### src/rtl/move_sequencer_if.sv
// Instruction stream and register-bank transfer bus for move_sequencer.
// master = the sequencer itself, slave = fetch / register-bank side.
interface move_sequencer_if;
  logic        instr_valid;
  logic        instr_ready;
  logic [15:0] instr;
  logic        hold;
  logic [3:0]  from_addr;
  logic [3:0]  to_addr;
  logic        enable;
  logic [15:0] input_reg;
  logic        halted;
  logic        illegal;

  modport master (
    input  instr_valid,
    input  instr,
    input  hold,
    output instr_ready,
    output from_addr,
    output to_addr,
    output enable,
    output input_reg,
    output halted,
    output illegal
  );

  modport slave (
    output instr_valid,
    output instr,
    output hold,
    input  instr_ready,
    input  from_addr,
    input  to_addr,
    input  enable,
    input  input_reg,
    input  halted,
    input  illegal
  );
endinterface

### src/rtl/move_sequencer.sv
// Instruction-driven transfer master: decodes MOV/LDI/BLK/HALT words into
// register-bank from_addr/to_addr/enable cycles and drives the immediate.
module move_sequencer #(
  parameter logic [3:0] INPUT_SRC = 4'h0
) (
  input logic           clk,
  input logic           rst_n,
  move_sequencer_if.master bus
);

  typedef enum logic [2:0] {
    FETCH,
    ISSUE,
    IMM,
    BLOCK,
    HALT
  } state_t;

  localparam logic [3:0] OP_NOP  = 4'd0;
  localparam logic [3:0] OP_MOV  = 4'd1;
  localparam logic [3:0] OP_LDI  = 4'd2;
  localparam logic [3:0] OP_BLK  = 4'd3;
  localparam logic [3:0] OP_HALT = 4'd4;

  state_t      state;
  logic        ready_q;
  logic        enable_q;
  logic [3:0]  from_q;
  logic [3:0]  to_q;
  logic [15:0] imm_q;
  logic        halted_q;
  logic        illegal_q;
  logic [3:0]  ldi_dst;
  logic [3:0]  blk_arg;
  logic [3:0]  blk_cnt;

  logic [3:0]  opcode;
  logic [3:0]  src;
  logic [3:0]  dst;
  logic [3:0]  arg;
  logic        accept;

  assign opcode = bus.instr[15:12];
  assign src    = bus.instr[11:8];
  assign dst    = bus.instr[7:4];
  assign arg    = bus.instr[3:0];

  // hold qualifies the registered ready/enable so that a held cycle can
  // neither complete a handshake nor perform a transfer.
  assign accept          = bus.instr_valid && ready_q && !bus.hold;
  assign bus.instr_ready = ready_q && !bus.hold;
  assign bus.enable      = enable_q && !bus.hold;
  assign bus.from_addr   = from_q;
  assign bus.to_addr     = to_q;
  assign bus.input_reg   = imm_q;
  assign bus.halted      = halted_q;
  assign bus.illegal     = illegal_q;

  always_ff @(posedge clk) begin
    if (!rst_n) begin
      state     <= FETCH;
      ready_q   <= 1'b0;
      enable_q  <= 1'b0;
      from_q    <= 4'h0;
      to_q      <= 4'h0;
      imm_q     <= 16'h0000;
      halted_q  <= 1'b0;
      illegal_q <= 1'b0;
      ldi_dst   <= 4'h0;
      blk_arg   <= 4'h0;
      blk_cnt   <= 4'h0;
    end else begin
      illegal_q <= 1'b0;
      // Under hold everything is frozen so the pending transfer is replayed
      // unchanged once hold drops.
      if (!bus.hold || state == HALT) begin
        case (state)
          FETCH: begin
            ready_q <= 1'b1;
            if (accept) begin
              case (opcode)
                OP_NOP: begin
                end
                OP_MOV: begin
                  state    <= ISSUE;
                  from_q   <= src;
                  to_q     <= dst;
                  enable_q <= 1'b1;
                  ready_q  <= 1'b0;
                end
                OP_LDI: begin
                  state   <= IMM;
                  ldi_dst <= dst;
                end
                OP_BLK: begin
                  state    <= BLOCK;
                  from_q   <= src;
                  to_q     <= dst;
                  blk_arg  <= arg;
                  blk_cnt  <= 4'h0;
                  enable_q <= 1'b1;
                  ready_q  <= 1'b0;
                end
                OP_HALT: begin
                  state    <= HALT;
                  halted_q <= 1'b1;
                  ready_q  <= 1'b0;
                end
                default: illegal_q <= 1'b1;
              endcase
            end
          end
          IMM: begin
            if (accept) begin
              state    <= ISSUE;
              imm_q    <= bus.instr;
              from_q   <= INPUT_SRC;
              to_q     <= ldi_dst;
              enable_q <= 1'b1;
              ready_q  <= 1'b0;
            end
          end
          ISSUE: begin
            state    <= FETCH;
            enable_q <= 1'b0;
            ready_q  <= 1'b1;
          end
          BLOCK: begin
            if (blk_cnt == blk_arg) begin
              state    <= FETCH;
              enable_q <= 1'b0;
              ready_q  <= 1'b1;
            end else begin
              blk_cnt <= blk_cnt + 4'd1;
              from_q  <= from_q + 4'd1;
              to_q    <= to_q + 4'd1;
            end
          end
          HALT: begin
            enable_q <= 1'b0;
            ready_q  <= 1'b0;
          end
          default: begin
            state    <= FETCH;
            enable_q <= 1'b0;
            ready_q  <= 1'b0;
          end
        endcase
      end
    end
  end

endmodule

### src/flat_wrapper.sv
// flat-port wrapper written by rule: the top's interface ports become plain ports
module move_sequencer_flat 
#(
  parameter logic [3:0] INPUT_SRC = 4'h0
)
  (clk, rst_n, bus_instr_valid, bus_instr, bus_hold, bus_instr_ready, bus_from_addr, bus_to_addr, bus_enable, bus_input_reg, bus_halted, bus_illegal);
  move_sequencer_if bus_i ();
  input logic clk;
  input logic rst_n;
  input wire logic [$bits(bus_i.instr_valid)-1:0] bus_instr_valid;
  input wire logic [$bits(bus_i.instr)-1:0] bus_instr;
  input wire logic [$bits(bus_i.hold)-1:0] bus_hold;
  output wire logic [$bits(bus_i.instr_ready)-1:0] bus_instr_ready;
  output wire logic [$bits(bus_i.from_addr)-1:0] bus_from_addr;
  output wire logic [$bits(bus_i.to_addr)-1:0] bus_to_addr;
  output wire logic [$bits(bus_i.enable)-1:0] bus_enable;
  output wire logic [$bits(bus_i.input_reg)-1:0] bus_input_reg;
  output wire logic [$bits(bus_i.halted)-1:0] bus_halted;
  output wire logic [$bits(bus_i.illegal)-1:0] bus_illegal;
  assign bus_i.instr_valid = bus_instr_valid;
  assign bus_i.instr = bus_instr;
  assign bus_i.hold = bus_hold;
  assign bus_instr_ready = bus_i.instr_ready;
  assign bus_from_addr = bus_i.from_addr;
  assign bus_to_addr = bus_i.to_addr;
  assign bus_enable = bus_i.enable;
  assign bus_input_reg = bus_i.input_reg;
  assign bus_halted = bus_i.halted;
  assign bus_illegal = bus_i.illegal;
  move_sequencer #(.INPUT_SRC(INPUT_SRC)) u_core (.clk(clk), .rst_n(rst_n), .bus(bus_i));
endmodule
### config.mk
export PLATFORM = sky130hd
export DESIGN_NAME = move_sequencer_flat
export DESIGN_NICKNAME = d
export VERILOG_FILES = /design/src/rtl/move_sequencer_if.sv /design/src/rtl/move_sequencer.sv /design/src/flat_wrapper.sv
export SDC_FILE = /design/constraint.sdc
export NUM_CORES = 1
export LEC_CHECK = 0
export ABC_AREA = 1
export BUFFER_PORTS_ARGS = -buffer_cell sky130_fd_sc_hd__buf_4
export CAP_MARGIN = 20
export CORE_UTILIZATION = 44
export CTS_CLUSTER_SIZE = 12
export DETAILED_ROUTE_END_ITERATION = 10
export GPL_TIMING_DRIVEN = 0
export PLACE_DENSITY_LB_ADDON = 0.25
export SYNTH_ARGS = -nofsm -noshare
export SYNTH_HDL_FRONTEND = slang
export SYNTH_SLANG_ARGS = --single-unit
### constraint.sdc
create_clock -name clk -period 1.67 [get_ports clk]
set_clock_uncertainty 0.05 [all_clocks]
set_input_delay 0.0835 -clock clk [delete_from_list [all_inputs] [get_ports clk]]
set_output_delay 0.0835 -clock clk [all_outputs]
set_load 0.005 [all_outputs]
=== Word level (Yosys, flattened, before mapping) ===
Cells that the tools add are included.

* Register bits after elaboration: 43
* Input bits: 20
* Output and inout bits: 28
* Word-level logic and storage cells: 84

* $add $sub $neg: 3
* Equality and inequality tests: 16
* Multiplexer cells: 30
* Bitwise logic cells: 1
* Reductions and logical operators: 23

{| class="wikitable"
|+ Operator list
! cell !! number
|-
| two-way mux 4 bit || 11
|-
| case mux 3 bit (4 select lines) || 2
|-
| case mux 4 bit (3 select lines) || 2
|-
| AND reduction 4 bit || 4
|-
| adder 4 x 1 -> 4 bit, second input constant || 3
|-
| AND reduction 6 bit || 2
|-
| AND reduction 5 bit || 2
|-
| two-way mux 1 bit || 9
|-
| two-way mux 3 bit || 3
|-
| equality test 4 x 2 -> 1 bit, second input constant || 2
|-
| case mux 4 bit (2 select lines) || 1
|-
| equality test 3 x 2 -> 1 bit, second input constant || 2
|-
| != test 2 x 1 -> 1 bit, second input constant || 3
|-
| != test 2 bit, second input constant || 3
|-
| AND reduction 3 bit || 2
|-
| != test 5 bit, second input constant || 1
|-
| OR reduction 5 bit || 1
|-
| equality test 4 x 1 -> 1 bit, second input constant || 1
|-
| equality test 4 x 3 -> 1 bit, second input constant || 1
|-
| equality test 4 bit || 1
|-
| logical AND 1 bit || 4
|-
| zero test 4 bit || 1
|-
| case mux 1 bit (4 select lines) || 1
|-
| equality test 3 x 1 -> 1 bit, second input constant || 1
|-
| 10 further kinds || 10
|}

=== Depth between registers and ports, before layout ===
Gate-level depths: netlist of the first run.

* Depth in word-level cells: 5
* Depth in mapped cells: 11
* Depth with buffers taken out: 11

=== Worst setup path before layout of the first run ===
No wires, ideal clock.

* Path type: reg-to-reg
* Start: reg u_core.ready_q
* End: reg u_core.to_q[0], in the netlist u_core.bus.to_addr[0]
* Library setup time: 0.113 ns
* Data arrival time: 1.196 ns
* Required time: 1.507 ns
* Slack: 0.311 ns
* Stages on the path, launching flop included: 10
* Buffers on the path: 0
* Period minus slack after synthesis: 1.359 ns
* Cells stage by stage: dfxtp_1 inv_1 nor2_4 nand2_2 nand2_1 nand3_1 nor2_4 nand2_4 nor2_1 nor2_1

* Cells in the longest elaborated chain, start to end: 4
* Elaborated cells between the ends (all ways): 5
* Classes of those cells: 2 x eq/ne; 3 x reduce/logical

{| class="wikitable"
|+ RTL lines
! what !! line !! text
|-
| start: declaration || move_sequencer.sv:26 || <nowiki>logic ready_q;</nowiki>
|-
| start signal: assignment || move_sequencer.sv:62 || <nowiki>ready_q <= 1'b0;</nowiki>
|-
| start signal: assignment || move_sequencer.sv:79 || <nowiki>ready_q <= 1'b1;</nowiki>
|-
| start signal: assignment || move_sequencer.sv:89 || <nowiki>ready_q <= 1'b0;</nowiki>
|-
| logical AND 1 bit * (2 in series) || move_sequencer.sv:50 || <nowiki>assign accept = bus.instr_valid && ready_q && !bus.hold;</nowiki>
|-
| != test 2 x 1 -> 1 bit (no source line) || -- ||
|-
| AND reduction 6 bit (no source line) * || -- ||
|-
| end signal: assignment || move_sequencer.sv:87 || <nowiki>to_q <= dst;</nowiki>
|-
| end signal: assignment || move_sequencer.sv:98 || <nowiki>to_q <= dst;</nowiki>
|-
| end signal: assignment || move_sequencer.sv:118 || <nowiki>to_q <= ldi_dst;</nowiki>
|-
| end: declaration || move_sequencer.sv:29 || <nowiki>logic [3:0] to_q;</nowiki>
|}

Mark *: on every way between the ends. The rest lies on a longest branch, timed or not.
A chain may end at the register's enable or synchronous reset.

=== Worst setup path after layout of the first run ===
* Start: reg u_core.state[1]
* End: reg u_core.imm_q[15], in the netlist u_core.bus.input_reg[15]

* Cells in the longest elaborated chain, start to end: 3
* Elaborated cells between the ends (all ways): 4
* Classes of those cells: 2 x eq/ne; 2 x reduce/logical

{| class="wikitable"
|+ RTL lines
! what !! line !! text
|-
| start: declaration || move_sequencer.sv:25 || <nowiki>state_t state;</nowiki>
|-
| start signal: assignment || move_sequencer.sv:61 || <nowiki>state <= FETCH;</nowiki>
|-
| start signal: assignment || move_sequencer.sv:85 || <nowiki>state <= ISSUE;</nowiki>
|-
| start signal: assignment || move_sequencer.sv:92 || <nowiki>state <= IMM;</nowiki>
|-
| equality test 3 bit || move_sequencer.sv:76 || <nowiki>if (!bus.hold || state == HALT) begin</nowiki>
|-
| logical OR 1 bit || move_sequencer.sv:76 ||
|-
| AND reduction 3 bit (no source line) * || -- ||
|-
| end signal: assignment || move_sequencer.sv:116 || <nowiki>imm_q <= bus.instr;</nowiki>
|-
| end: declaration || move_sequencer.sv:30 || <nowiki>logic [15:0] imm_q;</nowiki>
|}

Marked as above.

==> impl_metrics.tcl, run 1 <==
set metrics [dict create \
    clk_latency_ps 300 \
    cpMostUsedCell "nor2_4" \
    worst_hold_path_type "input pin to flop" \
    core_area_um2 4720 \
    cp-endpoint "u_core.bus.input_reg[15]" \
    min_period_over_period 0.944 \
    hold_violations 0 \
    maxSlewHeadroom 0.694 \
    start_kind "flop" \
    syn2layout_area_growth_pct 30.9 \
    synth_adder_area_share 0.0174 \
    placed_cells 421 \
    gr-usage-met1 0.312 \
    power_switching_w 0.000550 \
    max_slew.worst_pin.slew_ps 458 \
    synth-simple-area-share 0.345 \
    grt-busiest-layer "met2" \
    critPathCaptureType "flop" \
    synthArstFlopShare 0 \
    grt_max_degree 16 \
    layout_min_cycle_time_ps 1580 \
    crit_chain "nand2_4 -> nor2_4 -> inv_1 -> nor2_4 -> clkbuf_4 -> o21ai_0 -> nor2_1" \
    timing.rr.end "u_core.bus.input_reg[15]" \
    stdcell_count 440 \
    use_met2 0.362 \
    cts_sinks 43 \
    drive_above_1_share 0.241 \
    yosys_warnings 0 \
    p_per_area_nw_per_um2 706 \
    hpwl_mm 3.99 \
    synth_top_family_by_area "simple AND/OR/NAND/NOR gates" \
    fp.dieW_um 72.0 \
    ys_seq_area_frac 0.399 \
    crit_family "simple AND/OR/NAND/NOR gates" \
    maxSlewViolCount 0 \
    critPathSlowestCell "dfxtp_1" \
    wl_per_cell_um 12.4 \
    r2r_cells 7 \
    synth_area_leaders "dfxtp_1 (40%), nand2_1 (11%), nor2_1 (8.5%)" \
    synth_area_per_cell_um2 7.02 \
    htreeDepth 2 \
    status "finished, final reports clean" \
    final_nets 395 \
    synth.net_count 330 \
    cts_tree "done" \
    synth_top_area_cell "dfxtp_1" \
    antenna_found_initial 0 \
    syn-cell-area_um2 2160 \
    start_util 0.456 \
    reg2reg_slack_ps 90 \
    wl_mm 5.44 \
    synth_xor_area_frac 0.00813 \
    placed_area_um2 2590 \
    netlist_instances 307 \
    cp_slowest_stage_delay_ps 450 \
    boundaryPins 48 \
    synth_compound_area_frac 0.158 \
    synth-edff-count 0 \
    cts.path.max_buffers 2 \
    grt_pass1_vias 1993 \
    largest_reg_flops 16 \
    cts_root_buf "clkbuf_8" \
    grt_pass1_wl_mm 9.20 \
    clkPwrFrac 0.349 \
    cp.buffers_inverters 2 \
    antenna_left 0 \
    p_sw_frac 0.276 \
    p_comb_frac 0.122 \
    p_int_w 0.00144 \
    fp.dieArea_um2 5180 \
    synth_top_area_frac 0.399 \
    grt_usage 0.226 \
    drc 0 \
    row_count 25 \
    drt-initial-drc-count 137 \
    arrival_ps 1770 \
    cts_buffers 5 \
    path_class "flop to flop" \
    clkTransAtPathRegs_ps 90 \
    vias 2224 \
    use_met3 0.0444 \
    dr.pass1.iters 6 \
    cp-startpoint "u_core.state[1]" \
    dieHeight_um 72.0 \
    port_buffers 47 \
    grt-ovfl-total 0 \
    p_seq_frac 0.529 \
    muxShareOfSynthArea 0 \
    synth-seq-cells 43 \
    fmax_mhz 634 \
    max-cap-violations 0 \
    synth_top_flop_cell "dfxtp_1" \
    p_leak_nw 1.25 \
    synthDistinctLibCells 31 \
    peakVddDrop_mv 0.461 \
    critPathMaxFanout 10 \
    path_depth 7 \
    finalSetupViolCount 0 \
    finalWeightedCongestion 0.864 \
    antenna_cells 0 \
    r2r_start "u_core.state[1]" \
    via_per_inst 5.05 \
    final_cell_area_um2 2820 \
    worstPathRequired_ps 1860 \
]
layout make-up:
class | instances | area, um^2
Multi-Input combinational cell | 224 | 1170
Fill cell | 436 | 1900
Buffer | 6 | 31.3
Tap cell | 67 | 83.8
Inverter | 34 | 130
Sequential cell | 43 | 865
Timing Repair Buffer | 58 | 453
Clock buffer | 5 | 68.8
Clock inverter | 3 | 23.8
worst min-delay path by stage:
stage	start	endpoint	slack, ps	depth (start not counted)
2_1_floorplan	bus_hold	bus_instr_ready	140	1
6_report	bus_instr[15]	u_core.bus.input_reg[15]	5	3
3_5_place_dp	bus_instr[3]	u_core.bus.input_reg[3]	280	3
3_3_place_gp	bus_instr[2]	u_core.bus.input_reg[2]	270	3
5_1_grt	bus_instr[15]	u_core.bus.input_reg[15]	20	3
4_1_cts	bus_instr[12]	u_core.ldi_dst[3]	1	3
cell usage in the layout, fill, tap and decap left out:
cell,Yosys,routed
a211oi_1,4,4
nand3_1,24,24
o211ai_1,3,3
nand3_4,1,2
nor4_1,2,2
xor2_1,1,1
ha_1,3,3
buf_4,1,52
inv_1,30,29
or2_2,2,2
clkbuf_4,0,1
o221ai_1,2,2
o21ai_0,24,23
nor2_2,0,3
nand3b_1,1,1
clkinvlp_4,0,2
buf_2,2,1
nand2_1,61,61
dfxtp_2,0,3
nor2_4,6,6
nand2_2,3,2
inv_2,4,4
o21ai_1,1,2
nor3_2,1,1
clkbuf_1,3,3
dlygate4sd3_1,0,7
inv_4,0,1
a21oi_1,23,23
clkbuf_8,0,5
inv_6,0,1
nand2_4,2,3
dfxtp_1,43,40
a21oi_4,0,1
xnor2_1,1,1
o21a_1,2,2
o22ai_1,1,1
nand4_1,5,5
nor2_1,49,46
power groups by stage:
stage / combinational, W / clock, W / sequential [W]
global placement: 0.000218 / 0 / 0.00108
detailed placement: 0.000218 / 0 / 0.00108
floorplan: 0.000128 / 0 / 0.00107
CTS: 0.000232 / 0.000702 / 0.00105
finish: 0.000243 / 0.000695 / 0.00105
global route: 0.000269 / 0.000753 / 0.00105
worst reg2reg max path: stages, from the launching register on:
cell	delay, ps
dfxtp_1	450
nand2_4	130
nor2_4	200
inv_1	100
nor2_4	160
clkbuf_4	240
o21ai_0	90
nor2_1	100
repair_timing:
action,4_1_cts,5_1_grt
setup buffers,0,4
setup endpoints to repair,0,23
endpoints found under the hold margin,8,0
gates resized for setup,0,13
hold buffers,7,0
per-layer routing:
layer	wire, um	share of wire	up-vias
met2	2510	0.46	59
met1	2570	0.47	1018
met4	53	0.0097	0
li1	-	-	1141
met3	307	0.056	6
met5	0	0	-
kinds of logic after synthesis:
| kind of cell | Yosys count |
|---|---|
| compound gates | 61 |
| xor+xnor | 2 |
| fa+ha+maj | 3 |
| buf+inv | 40 |
| flops | 43 |
| simple gates | 158 |
Yosys cell counts, drive strengths merged (4+ instances only):
master and n:
a211oi 4, a21oi 24, dfxtp 43, inv 34
nand2 66, nand3 26, nand4 5, nor2 55
o21ai 25
stage by stage:
stage / util / worst slack, ps / setup TNS (ps) / hold slack, ps / power [W]
6_report: 0.597 / 92.7 / 0 / 5.02 / 0.00199
5_1_grt: 0.597 / -2.73 / -2.73 / 19.0 / 0.00208
4_1_cts: 0.583 / 36.1 / 0 / 1.28 / 0.00199
3_5_place_dp: 0.549 / 60.5 / 0 / 281 / 0.00129
3_3_place_gp: 0.549 / 79.1 / 0 / 275 / 0.00129
2_1_floorplan: - / 311 / 0 / 139 / 0.00120
No activity file was read; power rests on OpenSTA's default activity.
==> inputs of run 2 (changes only) <==
HOLD_SLACK_MARGIN = 0.08   (was default)
==> impl_metrics.tcl, run 2 (same netlist as run 1, synthesis figures left out) <==
set metrics [dict create \
    r2r_cells 8 \
    stdcell_count 448 \
    hold_violations 0 \
    whs_path_depth 3 \
    fp.dieArea_um2 5180 \
    crit_chain "inv_2 -> nand2_4 -> nor2_4 -> inv_1 -> nor2_4 -> buf_4 -> nor2_1 -> a211oi_1" \
    drt-initial-drc-count 132 \
    maxSlewHeadroom 0.693 \
    wl_per_cell_um 12.6 \
    worst_hold_path_type "input pin to flop" \
    cts_sinks 43 \
    critPathCaptureType "flop" \
    clk_latency_ps 310 \
    min_from "bus_instr_valid" \
    core_area_um2 4720 \
    syn2layout_area_growth_pct 35.2 \
    final_cell_area_um2 2910 \
    p_sw_frac 0.280 \
    cts.path.max_buffers 2 \
    p_int_w 0.00145 \
    antenna_found_initial 0 \
    start_kind "flop" \
    cts_root_buf "clkbuf_8" \
    finalSetupViolCount 0 \
    reg2reg_slack_ps 120 \
    cp_slowest_stage_delay_ps 360 \
    p_comb_frac 0.129 \
    final_cell_mix "nand2_1 (61), buf_4 (51), nor2_1 (44)" \
    largest_reg_flops 16 \
    arrival_ps 1720 \
    rsz0062_at_grt "true" \
    cts_tree "done" \
    grt_usage 0.232 \
    vias 2239 \
    max_slew.worst_pin.slew_ps 461 \
    timing.rr.end "u_core.bus.input_reg[12]" \
    p_leak_nw 1.28 \
    drc 0 \
    peakVddDrop_mv 0.464 \
    final_nets 403 \
    clkPwrFrac 0.349 \
    drive_above_1_share 0.239 \
    fmax_mhz 645 \
    row_count 25 \
    wl_mm 5.63 \
    htreeDepth 2 \
    via_per_inst 5.00 \
    finalWeightedCongestion 0.864 \
    maxSlewViolCount 0 \
    dr.pass1.iters 4 \
    grt_pass1_wl_mm 9.43 \
    max-cap-violations 0 \
    fill_cells 424 \
    worstPathRequired_ps 1840 \
    status "finished, final reports clean" \
    hold_ws_ps 111 \
    fp.dieW_um 72.0 \
    dieHeight_um 72.0 \
    hpwl_mm 3.99 \
    power_switching_w 0.000565 \
    crit_family "simple AND/OR/NAND/NOR gates" \
    r2r_start "u_core.state[2]" \
    worstHoldEndpoint "u_core.bus.illegal" \
    grt_max_degree 16 \
    grt-ovfl-total 0 \
    critPathMaxFanout 10 \
    critPathSlowestCell "dfxtp_2" \
    min_period_over_period 0.928 \
    placed_area_um2 2590 \
    start_util 0.456 \
    p_per_area_nw_per_um2 693 \
    path_class "flop to flop" \
    antenna_cells 0 \
    final_common_cell "nand2_1" \
    port_buffers 47 \
    clkTransAtPathRegs_ps 90 \
    antenna_left 0 \
    grt_pass1_vias 2049 \
    p_seq_frac 0.521 \
    cts_buffers 5 \
    placed_cells 421 \
    cp.buffers_inverters 3 \
    layout_min_cycle_time_ps 1550 \
    boundaryPins 48 \
    cpMostUsedCell "nor2_4" \
    setup_tns_ps 0 \
]
-- run 2: final cells by class --
| type | instances | area, um^2 | share of cell area |
|---|---|---|---|
| inverters | 34 | 130 | 0.0447 |
| clock inverters | 3 | 23.8 | 0.00816 |
| well taps | 67 | 83.8 | 0.0288 |
| clock buffers | 5 | 68.8 | 0.0236 |
| plain buffers | 6 | 31.3 | 0.0107 |
| multi-input cells | 224 | 1170 | 0.403 |
| repair buffers | 66 | 536 | 0.184 |
| flip-flops and latches | 43 | 866 | 0.297 |
-- run 2: tightest hold or removal path, delay by kind of cell --
family        cells  cell delay (ps)
simple gates      2              220
buf+inv           1              120
-- run 2: worst max path at each step --
stage	from	end	slack, ps	depth (start not counted)
3_5_place_dp	u_core.state[0]	u_core.blk_cnt[1]	60	8
6_report	u_core.state[2]	u_core.bus.input_reg[12]	120	8
4_1_cts	u_core.state[0]	u_core.blk_cnt[1]	40	8
2_1_floorplan	u_core.ready_q	u_core.bus.to_addr[0]	310	9
5_1_grt	bus_instr[12]	u_core.bus.to_addr[0]	-30	10
3_3_place_gp	u_core.state[0]	u_core.blk_cnt[3]	80	8
-- run 2: metal layers --
| layer | share of wire | vias up | wire [um] | GRT usage |
|---|---|---|---|---|
| li1 | - | 1158 | - | - |
| met1 | 0.46 | 1016 | 2610 | 0.314 |
| met2 | 0.48 | 59 | 2670 | 0.382 |
| met3 | 0.051 | 6 | 287 | 0.0431 |
| met4 | 0.0096 | 0 | 54 | 0.0632 |
| met5 | 0 | - | 0 | 0 |
-- run 2: repair_timing --
| action | 4_1_cts | 5_1_grt |
|---|---|---|
| buffers inserted | 0 | 3 |
| gates resized for setup | 0 | 15 |
| endpoints found under the hold margin | 23 | 0 |
| hold buffers | 16 | 0 |
| setup endpoints to repair | 0 | 27 |
-- run 2: through the flow --
stage          total power [W]  setup WS (ps)  utilization
2_1_floorplan          0.00120            311            -
3_3_place_gp           0.00129           79.1        0.549
3_5_place_dp           0.00129           60.5        0.549
4_1_cts                0.00200           36.1        0.602
5_1_grt                0.00210          -27.0        0.617
6_report               0.00202            120        0.617
-- run 2: power groups by stage --
stage / Sequential (W) / Combinational, W / Clock [W]
floorplan: 0.00107 / 0.000128 / 0
global placement: 0.00108 / 0.000218 / 0
detailed placement: 0.00108 / 0.000218 / 0
CTS: 0.00105 / 0.000249 / 0.000702
global route: 0.00105 / 0.000289 / 0.000755
finish: 0.00105 / 0.000261 / 0.000706
==> inputs of run 3 (changes only) <==
CORE_MARGIN = 4   (was default)
clock period = 1.84 ns   (was 1.67 ns; I/O delays follow)
==> impl_metrics.tcl, run 3 (same netlist as run 1, synthesis figures left out) <==
set metrics [dict create \
    dr.pass1.iters 4 \
    placed_area_um2 2590 \
    clkTransAtPathRegs_ps 80 \
    hold_ws_ps 144 \
    cts_sinks 43 \
    arrival_ps 1890 \
    path_class "input pin to flop" \
    antenna_left 0 \
    crit_chain "dlygate4sd3_1 -> buf_4 -> inv_1 -> nand2_1 -> nor2_2 -> a21oi_1 -> nor2_4 -> nand2_4 -> nand2_1 -> nand2_1 -> nor2_1" \
    layout_min_cycle_time_ps 1710 \
    htreeDepth 2 \
    maxSlewHeadroom 0.692 \
    drive_above_1_share 0.218 \
    worstPathRequired_ps 2030 \
    fill_cells 414 \
    wl_met2_mm 2.60 \
    grt_pass1_wl_mm 9.25 \
    final_cell_mix "nand2_1 (61), buf_4 (51), nor2_1 (48)" \
    worst_hold_path_type "input pin to flop" \
    cts_tree "done" \
    syn2layout_area_growth_pct 34.1 \
    fmax_mhz 586 \
    critPathMaxFanout 9 \
    finalSetupViolCount 0 \
    cpMostUsedCell "nand2_1" \
    critPathSlowestCell "dlygate4sd3_1" \
    drt-initial-drc-count 135 \
    maxSlewViolCount 0 \
    start_util 0.456 \
    port_buffers 47 \
    boundaryPins 48 \
    vias 2182 \
    via_per_inst 4.87 \
    critPathCaptureType "flop" \
    finalWeightedCongestion 0.821 \
    core_area_um2 4720 \
    grt_max_degree 15 \
    p_leak_nw 1.29 \
    largest_reg_flops 16 \
    place_ws_ps 259 \
    dieHeight_um 78.0 \
    grt_usage 0.189 \
    rsz0062_at_grt "false" \
    clk_latency_ps 300 \
    crit_family "simple AND/OR/NAND/NOR gates" \
    final_nets 403 \
    cts.path.max_buffers 2 \
    whs_path_depth 3 \
    cp.buffers_inverters 3 \
    hpwl_mm 4.09 \
    hold_violations 0 \
    grt_pass1_vias 2025 \
    max_slew.worst_pin.slew_ps 462 \
    antenna_cells 0 \
    final.setup.worst_slack_ps 135 \
    max-cap-violations 0 \
    final_common_cell "nand2_1" \
    path_depth 11 \
    wl_met3_um 321 \
    fp.dieArea_um2 6080 \
    row_count 25 \
    grt-ovfl-total 0 \
    cp_slowest_stage_delay_ps 540 \
    cts_buffers 5 \
    r2r_cells 8 \
    cts_root_buf "clkbuf_8" \
    wl_per_cell_um 12.5 \
    min_period_over_period 0.927 \
    p_per_area_nw_per_um2 664 \
    status "finished, final reports clean" \
    drc 0 \
    wl_mm 5.62 \
    fp.dieW_um 78.0 \
    final_cell_area_um2 2890 \
    top_layer_used "met4" \
    start_kind "input pin" \
    power_w 0.00192 \
    peakVddDrop_mv 0.523 \
    antenna_found_initial 0 \
    setup_tns_ps 0 \
    wl_met1_mm 2.62 \
]
run 3: report_power, final:
part | switching, W | internal (W) | leakage [nW]
clock | 0.000331 | 0.000404 | 0.0581
sequential | 0.0000118 | 0.000942 | 0.347
combinational | 0.000127 | 0.000103 | 0.882
run 3: area by class of cell:
type                       instances  area (um^2)  share of cell area
buffer                             6         28.8             0.00996
timing repair buffer              66          536               0.185
multi-input combinational        224         1140               0.395
inverter                          34          128              0.0442
sequential                        43          861               0.298
tap                               67         83.8              0.0290
clock inverter                     3         43.8              0.0152
clock buffer                       5         68.8              0.0238
run 3: what timing repair did:
| action | in CTS | in global routing |
|---|---|---|
| setup buffers | 0 | 3 |
| hold buffers | 16 | 0 |
| hold endpoints to repair | 23 | 0 |
| setup endpoints to repair | 0 | 12 |
| resized for setup | 0 | 1 |
run 3: path summary, 6_finish.rpt:
kind / startpoint / endpoint / slack, ps
max: bus_instr[14] / u_core.bus.to_addr[0] / 130
min: rst_n / u_core.ldi_dst[1] / 140
max reg2reg: u_core.state[0] / u_core.blk_cnt[3] / 230
min reg2reg: u_core.blk_arg[1] / u_core.blk_arg[1] / 420
run 3: metrics by stage:
step            util  instances
5_1_grt        0.612        448
4_1_cts        0.607        445
3_5_place_dp   0.549        421
6_report       0.612        448
3_3_place_gp   0.549        421
2_1_floorplan      -        307
run 3: per-layer routing:
layer / vias to the layer above / track usage
met5: - / 0
met4: 0 / 0.0752
met3: 8 / 0.0487
met2: 56 / 0.299
met1: 955 / 0.246
li1: 1163 / -
run 3: worst register-to-register path, cell delays in order, from the launching register on:
cell     delay (ps)
dfxtp_1         370
inv_2           150
nand3_1         120
nand2_1         110
inv_2            50
nor2_1          260
nand3_1         210
nand2_1         100
a21oi_1          60
